[config.mk]
export PLATFORM = sky130hd
export DESIGN_NAME = td4_sequencer
export DESIGN_NICKNAME = d
export VERILOG_FILES = /design/src/rtl/td4_sequencer.sv
export SDC_FILE = /design/constraint.sdc
export NUM_CORES = 1
export LEC_CHECK = 0
export CELL_PAD_IN_SITES_DETAIL_PLACEMENT = 1
export CELL_PAD_IN_SITES_GLOBAL_PLACEMENT = 1
export CORE_AREA = 2 2 58 60
export DETAILED_ROUTE_END_ITERATION = 12
export DIE_AREA = 0 0 60 62
export HOLD_SLACK_MARGIN = 0.15
export PLACE_DENSITY = 0.73
export SLEW_MARGIN = 20
export SYNTH_ARGS = -nofsm -noshare
export SYNTH_HDL_FRONTEND = slang
export SYNTH_SLANG_ARGS = --single-unit
[constraint.sdc]
create_clock -name CLK -period 1.26 [get_ports CLK]
set_input_delay 0.126 -clock CLK [delete_from_list [all_inputs] [get_ports CLK]]
set_output_delay 0.126 -clock CLK [all_outputs]
set_load 0.1 [all_outputs]
[src/rtl/td4_sequencer.sv]
// Fetch/execute controller for the 4-bit TTM4 CPU: PC, IR and carry flag,
// with active-low bus-enable and store strobes decoded from the IR.
module td4_sequencer #(
  parameter int PC_W            = 4,
  parameter bit OP_NOP_ON_UNDEF = 1'b1
) (
  input  logic            CLK,
  input  logic            RST,
  input  logic            RUN,
  input  logic            STEP,
  output logic [PC_W-1:0] ROM_ADDR,
  input  logic [7:0]      ROM_DATA,
  input  logic            ALU_CO,
  output logic [3:0]      IMM,
  output logic            nA_OUT,
  output logic            nB_OUT,
  output logic            nIN_OUT,
  output logic            nA_ST,
  output logic            nB_ST,
  output logic            nOUT_ST,
  output logic            nPC_LD,
  output logic            C_FLAG,
  output logic            BUSY
);

  typedef enum logic [1:0] {S_HALT, S_FETCH, S_EXEC} state_t;

  state_t          state;
  state_t          state_nxt;
  logic [PC_W-1:0] pc;
  logic [7:0]      ir;
  logic            c_flag;

  logic src_a, src_b, src_in;
  logic st_a, st_b, st_out;
  logic jmp_taken, imm_zero, undef;
  logic exec_act;

  // Instruction decode from the IR; gated to the EXEC cycle at the outputs.
  always_comb begin
    src_a     = 1'b0;
    src_b     = 1'b0;
    src_in    = 1'b0;
    st_a      = 1'b0;
    st_b      = 1'b0;
    st_out    = 1'b0;
    jmp_taken = 1'b0;
    imm_zero  = 1'b0;
    undef     = 1'b0;
    case (ir[7:4])
      4'b0000: begin src_a  = 1'b1; st_a   = 1'b1; end
      4'b0101: begin src_b  = 1'b1; st_b   = 1'b1; end
      4'b0011: begin st_a   = 1'b1; end
      4'b0111: begin st_b   = 1'b1; end
      4'b0001: begin src_b  = 1'b1; st_a   = 1'b1; imm_zero = 1'b1; end
      4'b0100: begin src_a  = 1'b1; st_b   = 1'b1; imm_zero = 1'b1; end
      4'b0010: begin src_in = 1'b1; st_a   = 1'b1; imm_zero = 1'b1; end
      4'b0110: begin src_in = 1'b1; st_b   = 1'b1; imm_zero = 1'b1; end
      4'b1001: begin src_b  = 1'b1; st_out = 1'b1; imm_zero = 1'b1; end
      4'b1011: begin st_out = 1'b1; end
      4'b1111: begin jmp_taken = 1'b1; end
      // JNC looks at the flag as it stood before this EXEC.
      4'b1110: begin jmp_taken = ~c_flag; end
      default: begin undef = 1'b1; end
    endcase
  end

  // State register and datapath registers.
  always_ff @(posedge CLK) begin
    if (RST) begin
      state  <= S_HALT;
      pc     <= '0;
      ir     <= 8'h00;
      c_flag <= 1'b0;
    end else begin
      state <= state_nxt;
      if (state == S_FETCH) begin
        ir <= ROM_DATA;
      end
      if (state == S_EXEC) begin
        c_flag <= ALU_CO;
        if (jmp_taken) begin
          pc <= PC_W'(ir[3:0]);
        end else if (!(undef && !OP_NOP_ON_UNDEF)) begin
          pc <= pc + PC_W'(1);
        end
      end
    end
  end

  always_comb begin
    state_nxt = state;
    case (state)
      S_HALT:  if (RUN || STEP) state_nxt = S_FETCH;
      S_FETCH: state_nxt = S_EXEC;
      S_EXEC: begin
        if (undef && !OP_NOP_ON_UNDEF) state_nxt = S_HALT;
        else if (RUN)                  state_nxt = S_FETCH;
        else                           state_nxt = S_HALT;
      end
      default: state_nxt = S_HALT;
    endcase
  end

  // Strobes are suppressed while reset is asserted so no store completes.
  always_comb begin
    exec_act = (state == S_EXEC) && !RST;
    ROM_ADDR = pc;
    C_FLAG   = c_flag;
    BUSY     = (state != S_HALT);
    IMM      = (exec_act && !imm_zero) ? ir[3:0] : 4'h0;
    nA_OUT   = ~(exec_act && src_a);
    nB_OUT   = ~(exec_act && src_b);
    nIN_OUT  = ~(exec_act && src_in);
    nA_ST    = ~(exec_act && st_a);
    nB_ST    = ~(exec_act && st_b);
    nOUT_ST  = ~(exec_act && st_out);
    nPC_LD   = ~(exec_act && jmp_taken);
  end

endmodule

==> results.py <==
metrics = {
    "worst_setup_path": {
        "crit_type": "flop to primary output",
        "path_cells": "or4b_4 -> or3_4 -> buf_12",
        "slowest_delay_ps": 530,
        "r2r-end": "ROM_ADDR[3]$_SDFFE_PP0N_",
        "end_kind": "primary output",
        "rr_worst_depth": 6,
        "crit_start": "ir[7]$_SDFFE_PP0N_",
        "critPathArrivalTime_ps": 1690,
        "critPathLaunchType": "flop",
        "slowest_stage": "or4b_4",
        "endpoint": "nA_OUT",
        "r2r_start": "ir[7]$_SDFFE_PP0N_",
        "worstPathRequired_ps": 1130,
        "r2r_slack_ps": -240,
        "cp_max_fo": 3,
    },
    "timing": {
        "fin_ws_ps": -559,
        "finalCritPeriodShare": 1.44,
        "fmax_mhz": 550,
        "finalHoldViolCount": 0,
        "max-slew-margin-rel": 0.778,
        "drv_slew": 0,
        "skew_ps": 6.56,
        "period_needed_ps": 1820,
        "rsz0062_at_grt": "true",
        "finalSetupViolCount": 16,
        "tightest_slew_ps": 334,
    },
    "global_route": {
        "globalRoute.totalOverflow": 0,
        "grt_max_degree": 18,
        "grt_pass1_wl_um": 4820,
        "track_usage": 0.179,
        "antenna_found_initial": 0,
        "grt_pass1_vias": 975,
    },
    "cells_and_area": {
        "layout.cells.non_filler": 197,
        "num_antenna_cells": 0,
        "syn_to_final_growth_pct": 103,
        "fin_area_um2": 1630,
        "drive_above_1_share": 0.470,
        "nets": 166,
        "post-route-util": 0.512,
    },
    "power": {
        "p_clk_frac": 0.225,
        "power_density_nw_per_um2": 784,
        "seq_power_share": 0.425,
        "power_leakage_nw": 0.631,
        "internal_power_w": 0.000821,
        "swShare": 0.357,
        "netSwitchingPower_w": 0.000456,
        "power_frac_comb": 0.349,
        "irDropWorstVdd_uv": 527,
    },
    "placed_design": {
        "place_congestion": 0.774,
        "port_buffers": 29,
        "place_hpwl_um": 2150,
        "dpl_cell_area_um2": 1460,
        "dp.cells": 186,
        "dp_slack_ps": -501,
    },
    "synth": {
        "synth_area_leaders": "dfxtp_1 37%, nand2_1 11%, a21oi_1 6.9%, and2_1 3.1%, nand2b_1 3.1%",
        "avgSynthCellArea_um2": 7.80,
        "ys_ff_latch": 15,
        "postSynthCellCount": 103,
        "yosysTopAreaCell": "dfxtp_1",
        "synth_top_area_share": 0.374,
        "seq_area_frac_synth": 0.374,
        "ys_types": 34,
        "netlist_area_um2": 803,
        "yosysWarnings": 0,
        "synth_nets": 117,
    },
    "min_path": {
        "hp-class": "input pin to flop",
    },
    "run_status": {
        "violations": "negative setup slack",
        "status": "finished with violations",
    },
    "cts": {
        "root_buffer": "clkbuf_4",
        "numClockSinks": 15,
        "h-tree-depth": 1,
        "clk_pin_slew_ps": 100,
        "clkLatencyLatePin_ps": 280,
        "ctsHoldBuffers": 0,
        "cts_buffers": 3,
        "cts_tree": "built",
        "clockBufferDepth": 2,
    },
    "floorplan": {
        "dieArea_um2": 3720,
        "start_util": 0.253,
        "io_pins": 30,
        "core_um2": 3180,
        "die_x_um": 60,
        "die_h_um": 62,
        "rows": 21,
    },
    "detailed_routing": {
        "wl_per_cell_um": 15.6,
        "vias_per_cell": 4.67,
        "drt_iter0_markers": 16,
        "totalWireLength_um": 3070,
        "first_pass_iters": 4,
        "ant_nets": 0,
        "vias": 920,
        "drcViolationCount": 0,
    },
    "job": {
        "max_cap_viol_count": 0,
    },
}
-- how the worst min path moves through the flow --
stage	startpoint	to	slack (ps)	depth (start not counted)
finish	ROM_DATA[0]	ir[0]$_SDFFE_PP0N_	380	3
global route	ROM_DATA[6]	ir[6]$_SDFFE_PP0N_	390	3
CTS	ROM_DATA[3]	ir[3]$_SDFFE_PP0N_	370	3
detailed placement	ir[3]$_SDFFE_PP0N_	ir[3]$_SDFFE_PP0N_	480	2
global placement	ir[3]$_SDFFE_PP0N_	ir[3]$_SDFFE_PP0N_	460	2
floorplan	ALU_CO	C_FLAG$_SDFFE_PP0N_	250	2
-- cells in the final DEF, fill, tap and decap left out, types with 4 or more instances in the layout --
master and n:
nand2_1 21, buf_12 17, buf_4 16, clkdlybuf4s50_1 12
a21oi_1 11, dfxtp_1 8, buf_6 6, dfxtp_4 4
and2_4 4
-- power groups by stage --
stage / logic [W] / clock network, W / registers (W)
floorplan: 0.000162 / 0 / 0.000622
global placement: 0.000402 / 0 / 0.000546
detailed placement: 0.000412 / 0 / 0.000551
CTS: 0.000438 / 0.000303 / 0.000543
global route: 0.000472 / 0.000328 / 0.000547
finish: 0.000446 / 0.000287 / 0.000543
-- layer usage --
metal | global-route usage | wire length [um] | vias up | part of all wire
li1 | - | - | 457 | -
met1 | 0.208 | 1210 | 438 | 0.39
met2 | 0.309 | 1730 | 21 | 0.56
met3 | 0.0435 | 99 | 4 | 0.032
met4 | 0.0857 | 35 | 0 | 0.011
met5 | 0 | 0 | - | 0
-- cells in the mapped netlist --
cell / number
ha_1: 1
nor4_1: 1
nand4b_1: 1
and3_1: 1
nor3b_2: 1
clkbuf_1: 3
or3_1: 1
buf_2: 2
a32oi_1: 1
nor3_1: 1
nor2b_1: 4
a211o_1: 1
o211ai_1: 1
nand2b_1: 4
a31oi_1: 3
or4b_1: 1
and3b_1: 1
or2_2: 1
and2_1: 4
nor2_1: 4
o21ai_0: 1
a21oi_1: 11
dfxtp_1: 15
nand2_1: 23
o22ai_1: 1
nor4bb_1: 1
o221a_2: 1
nand4_1: 2
a311oi_1: 1
inv_1: 1
nand3_1: 4
a2111o_1: 1
buf_6: 2
or2_1: 2
-- through the flow --
step                total power, W  hold slack [ps]  setup TNS [ps]
detailed placement        0.000963              477           -4190
CTS                        0.00128              367           -4920
global placement          0.000949              463           -4170
floorplan                 0.000784              252           -1440
global route               0.00135              387           -6050
finish                     0.00128              381           -5160
-- final cells by class --
| class | instances | area (um^2) |
|---|---|---|
| flip-flops and latches | 15 | 319 |
| well taps | 46 | 57.6 |
| clock buffers | 4 | 26.3 |
| repair buffers | 51 | 648 |
| fillers | 365 | 1550 |
| inverters | 1 | 3.75 |
| multi-input cells | 80 | 573 |
-- logic make-up (layout without fill, tap and decap cells) --
logic type	after synthesis	in the layout	share of synthesized area
buffers and inverters	8	56	0.0592
flip-flops	15	15	0.374
AO/OA/AOI/OAI	22	22	0.176
AND/OR/NAND/NOR	57	57	0.375
adder cells (fa/ha/maj)	1	1	0.0156
-- registers in the layout, summed over array words and instances, names as in the netlist --
| name | flops |
|---|---|
| ROM_ADDR | 4 |
| state | 2 |
| C_FLAG | 1 |
| ir | 8 |
-- worst max-delay path, delay by kind of cell, from the launching register on --
family | cells | cell delay (ps)
buf+inv | 1 | 170
simple gates | 2 | 890
flops | 1 | 340
-- repair_timing --
item / 4_1_cts / 5_1_grt
setup buffers: 4 / 3
endpoints found under the setup margin: 15 / 16
pin swaps: 9 / 6
gates resized for setup: 16 / 3
(Power assumes the default switching activity.)
